**config.mk**
```make
export PLATFORM = sky130hd
export DESIGN_NAME = ddr3_dfi_rdcap
export DESIGN_NICKNAME = d
export VERILOG_FILES = /design/src/rtl/ddr3_dfi_rdcap.sv
export SDC_FILE = /design/constraint.sdc
export NUM_CORES = 1
export LEC_CHECK = 0
export BUFFER_PORTS_ARGS = -buffer_cell sky130_fd_sc_hd__buf_2
export CORE_ASPECT_RATIO = 2
export CORE_MARGIN = 1.5
export CORE_UTILIZATION = 55
export CTS_BUF_LIST = sky130_fd_sc_hd__clkbuf_4
export DETAILED_ROUTE_END_ITERATION = 8
export HOLD_SLACK_MARGIN = 0.08
export PLACE_DENSITY = 0.87
export SLEW_MARGIN = 15
export SYNTH_ARGS = -nofsm -noshare
export SYNTH_HDL_FRONTEND = slang
export SYNTH_SLANG_ARGS = --single-unit
```
**constraint.sdc**
```tcl
create_clock -name clock -period 3.55 [get_ports clock]
set_input_delay 0.355 -clock clock [delete_from_list [all_inputs] [get_ports clock]]
set_output_delay 0.355 -clock clock [all_outputs]
set_load 0.05 [all_outputs]
```
**src/rtl/ddr3_dfi_rdcap.sv**
```systemverilog
// DDR3 read-capture and alignment stage.
// Delays the controller read-enable by a calibratable number of cycles to
// form the capture window, samples PHY read data inside it, frames the
// beats into bursts with a last marker and flags truncated bursts.
module ddr3_dfi_rdcap #(
   parameter int unsigned WIDTH         = 32,
   parameter int unsigned BURST_BEATS   = 4,
   parameter int unsigned DELAY_BITS    = 4,
   parameter int unsigned DEFAULT_DELAY = 5
) (
   input  logic                  clock,
   input  logic                  reset,
   input  logic                  cfg_load_i,
   input  logic [DELAY_BITS-1:0] cfg_delay_i,
   output logic [DELAY_BITS-1:0] cfg_delay_o,
   input  logic                  dfi_rden_i,
   input  logic [WIDTH-1:0]      phy_data_i,
   output logic                  dfi_rvld_o,
   output logic                  dfi_last_o,
   output logic [WIDTH-1:0]      dfi_data_o,
   output logic                  busy_o,
   output logic                  err_o
);

   localparam int unsigned DEPTH = (1 << DELAY_BITS) - 1;
   localparam int unsigned CNT_W = $clog2(BURST_BEATS);
   localparam logic [CNT_W-1:0]      LAST_BEAT = CNT_W'(BURST_BEATS - 1);
   localparam logic [DELAY_BITS-1:0] RST_DELAY = DELAY_BITS'(DEFAULT_DELAY);

   typedef enum logic {
      ST_IDLE = 1'b0,
      ST_PEND = 1'b1
   } state_e;

   state_e                state_q, state_d;
   logic [DEPTH-1:0]      sr_q, sr_d;
   logic [DELAY_BITS-1:0] delay_q, delay_d;
   logic [DELAY_BITS-1:0] pend_q, pend_d;
   logic [CNT_W-1:0]      cnt_q, cnt_d;
   logic                  rvld_q, rvld_d;
   logic                  last_q, last_d;
   logic [WIDTH-1:0]      data_q, data_d;
   logic                  err_q, err_d;

   // Tap vector: index 0 is the undelayed strobe, index k is the strobe k cycles ago.
   logic [DEPTH:0] taps;
   logic           tap;
   logic           drained;

   assign taps    = {sr_q, dfi_rden_i};
   assign tap     = taps[delay_q];
   assign drained = (sr_q == '0) && (cnt_q == '0);

   // Read-enable delay line.
   always_comb begin
      sr_d = {sr_q[DEPTH-2:0], dfi_rden_i};
   end

   // Capture, burst framing and sticky truncation error.
   always_comb begin
      rvld_d = tap;
      last_d = tap && (cnt_q == LAST_BEAT);
      data_d = data_q;
      cnt_d  = cnt_q;
      err_d  = err_q;
      if (tap) begin
         data_d = phy_data_i;
         cnt_d  = cnt_q + CNT_W'(1);
      end else if (cnt_q != '0) begin
         err_d = 1'b1;
         cnt_d = '0;
      end
   end

   // Delay-update FSM: apply immediately when drained, otherwise hold pending.
   always_comb begin
      state_d = state_q;
      delay_d = delay_q;
      pend_d  = pend_q;
      case (state_q)
         ST_IDLE: begin
            if (cfg_load_i) begin
               if (drained) begin
                  delay_d = cfg_delay_i;
               end else begin
                  pend_d  = cfg_delay_i;
                  state_d = ST_PEND;
               end
            end
         end
         ST_PEND: begin
            if (cfg_load_i) begin
               pend_d = cfg_delay_i;
            end
            if (drained) begin
               delay_d = cfg_load_i ? cfg_delay_i : pend_q;
               state_d = ST_IDLE;
            end
         end
         default: state_d = ST_IDLE;
      endcase
   end

   // State registers with synchronous reset.
   always_ff @(posedge clock) begin
      if (reset) begin
         state_q <= ST_IDLE;
         sr_q    <= '0;
         delay_q <= RST_DELAY;
         pend_q  <= '0;
         cnt_q   <= '0;
         rvld_q  <= 1'b0;
         last_q  <= 1'b0;
         data_q  <= '0;
         err_q   <= 1'b0;
      end else begin
         state_q <= state_d;
         sr_q    <= sr_d;
         delay_q <= delay_d;
         pend_q  <= pend_d;
         cnt_q   <= cnt_d;
         rvld_q  <= rvld_d;
         last_q  <= last_d;
         data_q  <= data_d;
         err_q   <= err_d;
      end
   end

   assign cfg_delay_o = delay_q;
   assign dfi_rvld_o  = rvld_q;
   assign dfi_last_o  = last_q;
   assign dfi_data_o  = data_q;
   assign err_o       = err_q;
   assign busy_o      = (sr_q != '0) || (cnt_q != '0) || (state_q == ST_PEND);

endmodule

```
==> Yosys cells after proc, flatten, opt, wreduce, memory -nomap -nowiden <==
Cells that the tools add are included.
{ "op_classes": {"addsub": 1, "bitwise_logic": 2, "muxes": 15, "n_reduce_logical": 12, "eq_ne": 5, "n_lt_le_gt_ge": 1} }
{ "op_table": {"columns": ["operator", "n"], "rows": [
  ["2-to-1 mux 4 bit", 6],
  ["one-hot mux 4 bit (2 select lines)", 2],
  ["zero test 15 bit", 1],
  ["nonzero test 15 bit", 1],
  ["!= test 2 bit (second input constant)", 3],
  ["less-than comparator 4 x 5 -> 1 bit (second input constant)", 1],
  ["binary-select mux 1 bit (select 4 bit)", 1],
  ["2-to-1 mux 2 bit", 2],
  ["AND reduction 2 bit", 2],
  ["nonzero test 2 bit", 2],
  ["2-to-1 mux 1 bit", 3],
  ["AND reduction 3 bit", 1],
  ["adder 2 x 1 -> 2 bit (second input constant)", 1],
  ["equality test 2 bit (second input constant)", 1],
  ["logical AND 1 bit", 2],
  ["zero test 2 bit", 1],
  ["logical OR 1 bit", 2],
  ["!= test 2 x 1 -> 1 bit (second input constant)", 1],
  ["inverter 1 bit", 2],
  ["one-hot mux 1 bit (2 select lines)", 1]
]} }
{ "totals": {"output_inout_bits": 40, "reg_bits": 61, "word_cells": 45, "in_bits": 40} }

==> Logic depth before layout (Yosys ltp) <==
{ "logic_depth": {"ltp_word": 5, "ltp_mapped": 7, "mapped_depth_nobuf": 6} }

==> Worst setup path after synthesis <==
Ideal clock, no wire load.
{ "synth_path": {"path_type": "reg2reg", "start": "register delay_q[1] (netlist: cfg_delay_o[1])", "end": "register data_q[10] (netlist: dfi_data_o[10])", "required_time_ps": 3422, "synth_period_minus_slack_ps": 2502, "n_path_buf": 3, "path_stages_with_launch": 8, "setup_ps": 128, "slack_ps": 1048, "arrival_time_ps": 2375, "path_cell_list": "dfxtp_1 -> buf_2 -> mux4_2 -> mux4_2 -> buf_4 -> buf_6 -> mux2i_1 -> nor2_1"} }
{ "synth_via": {"elab_chain_cells": 2} }
{ "synth_rtl": {"columns": ["item", "line", "text"], "rows": [
  ["from (decl)", "37", "logic [DELAY_BITS-1:0] delay_q, delay_d;"],
  ["from (signal assigned)", "119", "delay_q <= delay_d;"],
  ["binary-select mux 1 bit (select 4 bit)", "51", "assign tap = taps[delay_q];"],
  ["2-to-1 mux 1 bit (implied by the code)", "51", null],
  ["to (signal assigned)", "124", "data_q <= data_d;"],
  ["to (decl)", "42", "logic [WIDTH-1:0] data_q, data_d;"]
]} }
Every way passes these cells. The select of a mux whose other input is x is not followed.
A chain may end at the register's enable or synchronous reset.

==> Final worst setup path <==
{ "layout_path": {"start": "register delay_q[1] (netlist: cfg_delay_o[1])", "end": "register cnt_q[0]"} }
{ "layout_via": {"elab_chain_cells": 3, "word_cells_on_any_way": 4, "classes_between": "mux (3); reduce/logical (1)"} }
{ "layout_rtl": {"columns": ["item", "line", "text"], "rows": [
  ["binary-select mux 1 bit (select 4 bit) (*)", "51", null],
  ["2-to-1 mux 1 bit (implied by the code) (*)", "51", null],
  ["2-to-1 mux 2 bit or nonzero test 2 bit (tied branches)", null, null],
  ["to (signal assigned)", "121", "cnt_q <= cnt_d;"],
  ["to (decl)", "39", "logic [CNT_W-1:0] cnt_q, cnt_d;"]
]} }
Every way passes the cells marked *; elsewhere a longest branch is shown, timed or not. The select of a mux whose other input is x is not followed.

==> impl_metrics.tcl <==
set metrics [dict create \
    cts_inserted_buffers 9 \
    clock_insertion_delay_worst_skew_ps 370 \
    cts.repair.resized 0 \
    clockRootBuffer "sky130_fd_sc_hd__clkbuf_4" \
    area_delta_synth_final_pct 21.24 \
    gp_congestion 0.8527 \
    cts.sink_count 61 \
    relSlewSlack_pct 29.54 \
    synthesis.instances 211 \
    cts_hold_repair.buffers 0 \
    first_pass_grt_wire_length_mm 7.376 \
    die_width_um 48.59 \
    final_net_count 329 \
    slew_viol_final 0 \
    final_cell_count_no_fill 343 \
    cts-htree-levels 3 \
    pin_count 80 \
    outcome "finished, final reports clean" \
    power.leakage_nw 1.249 \
    drt.antenna.violating_nets 0 \
    row_count 33 \
    crit_type "reg2reg" \
    first_global_vias 1681 \
    critPathLaunchType "register" \
    dp_cells 328 \
    fin_setup_tns_ps 0 \
    cts.path.max_buffers 2 \
    layout_worst_path_cycle_share_pct 72.57 \
    overflow 0 \
    synth_area_per_cell_um2 10.83 \
    max_freq_mhz 388.2 \
    timing.critical_path.max_delay_family "multiplexers" \
    postLayoutCoreUtil_pct 68.49 \
    worstPathRequired_ps 3860 \
    dpl.hpwl_mm 3.474 \
    max-cap-violations 0 \
    period_needed_ps 2576 \
    cp_num_buf_inv 0 \
    synthDominantAreaCellType "sky130_fd_sc_hd__dfxtp_1" \
    unrepaired_setup_endpoints_after_global_routing "no" \
    dominantRegCellSynth "sky130_fd_sc_hd__dfxtp_1" \
    list_of_cells_traversed_by_the_critical_path "mux4_2 -> mux4_2 -> mux2_4 -> nor2_1" \
    netlist_top_cells_count "61 x sky130_fd_sc_hd__dfxtp_1, 40 x sky130_fd_sc_hd__mux2i_1, 35 x sky130_fd_sc_hd__nor2_1, 15 x sky130_fd_sc_hd__nor2b_1, 11 x sky130_fd_sc_hd__nand2_1" \
    slowest_stage_cell_crit_path "sky130_fd_sc_hd__mux4_2" \
    grt_util_all_layers_pct 21.66 \
    seq_area_frac_synth_pct 53.42 \
    arrival_ps 2890 \
    finalWirelength_mm 4.631 \
    critical_path.max_stage_delay_ps 930 \
    most_repeated_cell_in_the_gate_level_netlist_after_synthesis "sky130_fd_sc_hd__dfxtp_1" \
    yosys_register_bits 61 \
    floorplan.die_area_mm2 0.004575 \
    vias_per_cell 5.064 \
    synthArstFlopShare_pct 0 \
    timing.critical_path.to_type "register" \
    edff_count_synth 0 \
    drc 0 \
    cts_tree "built" \
    cp_common_cell "sky130_fd_sc_hd__mux4_2" \
    holdCritPathClass "in2reg" \
    port_buffers 79 \
    grt_max_degree 54 \
    synth.top_cell.area_share_pct 53.42 \
    drive_above_1_share_pct 33.68 \
    clk_pin_slew_worst_paths_ps 90 \
    antenna_cells_inserted 0 \
    synthesis.yosys.warnings 0 \
    power_density_mw_per_mm2 475.8 \
    final_setup_fails 0 \
    detail_route.iter0.violations 24 \
    regToRegSetupSlack_ps 970 \
    wl_per_cell_um 13.50 \
    ir_worst_vdd_v 0.0003271 \
    antenna_found_initial 0 \
    floorplan.core_area_mm2 0.004046 \
    vias 1737 \
    cts_post_setup_buffers_inserted 0 \
    mappedNetlistArea_mm2 0.002286 \
    die_y_um 94.17 \
    critical_path_peak_fanout 38 \
    drt_pass1_iterations 4 \
    initial_core_util_pct 56.49 \
    synth_area_leaders "sky130_fd_sc_hd__dfxtp_1 53%, sky130_fd_sc_hd__mux2i_1 18%, sky130_fd_sc_hd__nor2_1 5.7%, sky130_fd_sc_hd__mux4_2 4.9%, sky130_fd_sc_hd__nor2b_1 4.1%" \
    fin_worst_skew_ps 7.174 \
    report.final.hold_viol_count 0 \
    synth.lib_cells_used.distinct 29 \
    worstMarginPinSlew_ps 1057 \
    synth_nets 253 \
]
kinds of logic (layout without fill, tap and decap cells):
kind of cell | after synthesis | count (layout) | synth area share, %
and+or+nand+nor | 74 | 74 | 15.38
DFF | 61 | 61 | 53.42
muxes | 46 | 46 | 23.10
buffers and inverters | 17 | 97 | 3.722
AOI/OAI and AO/OA | 11 | 11 | 3.284
adders and majority gates | 2 | 2 | 1.095
power breakdown:
part / switching [mW] / internal [mW]
Combinational: 0.146 / 0.0773
Clock: 0.214 / 0.148
Sequential: 0.0209 / 0.712
registers in the layout, indices dropped and copies added, names as in the netlist:
signal and count:
cfg_delay_o 4, cnt_q 2, dfi_data_o 32, dfi_last_o 1, dfi_rvld_o 1, err_o 1, pend_q 4, sr_q 15
state_q 1
routing by layer:
metal	share of wire, %	wire length (µm)	track usage, %
met1	36	1685	21.45
met2	55	2570	39.00
met3	4.7	217	6.051
met4	3.4	157	13.81
met5	0	0	0
per-stage QoR:
stage | area [µm²] | hold WS, ps | setup slack, ps | total power [mW]
final | 2771 | 211.5 | 973.7 | 1.319
after global routing | 2771 | 193.9 | 819.6 | 1.385
after CTS | 2771 | 190.0 | 967.6 | 1.335
after detailed placement | 2673 | 452.8 | 987.4 | 0.9735
after global placement | 2673 | 441.4 | 1051 | 0.9683
after floorplan | 2286 | 434.1 | 1048 | 0.9164
cell usage in the layout, fill, tap and decap left out, types with 3 or more instances in the layout:
master and n:
sky130_fd_sc_hd__clkinv_1 3, sky130_fd_sc_hd__mux4_2 5, sky130_fd_sc_hd__nor4_1 3, sky130_fd_sc_hd__a21oi_1 3, sky130_fd_sc_hd__mux2i_1 40, sky130_fd_sc_hd__inv_1 3, sky130_fd_sc_hd__clkbuf_4 11, sky130_fd_sc_hd__buf_2 79
sky130_fd_sc_hd__nor2b_1 15, sky130_fd_sc_hd__nor2_1 35, sky130_fd_sc_hd__nand2_1 11, sky130_fd_sc_hd__dfxtp_1 61
final cells by class:
| class | instances | area [µm²] |
|---|---|---|
| repair buffers | 79 | 395.4 |
| flip-flops and latches | 61 | 1221 |
| fillers | 363 | 1275 |
| multi-input cells | 133 | 979.7 |
| well taps | 52 | 65.06 |
| clock buffers | 11 | 82.58 |
| clock inverters | 4 | 16.27 |
| inverters | 3 | 11.26 |
worst reg2reg max path: stages (launching register included):
cell                      delay (ps)
sky130_fd_sc_hd__dfxtp_1         510
sky130_fd_sc_hd__mux4_2          540
sky130_fd_sc_hd__mux4_2          930
sky130_fd_sc_hd__mux2_4          460
sky130_fd_sc_hd__nor2_1           90
path summary, 6_finish.rpt:
check                 startpoint        endpoint  depth (start not counted)
hold reg to reg        pend_q[2]       pend_q[2]                          2
hold / removal    phy_data_i[25]  dfi_data_o[25]                          3
setup / recovery  cfg_delay_o[1]        cnt_q[0]                          4
setup reg to reg  cfg_delay_o[1]        cnt_q[0]                          4
(Power assumes the default switching activity.)
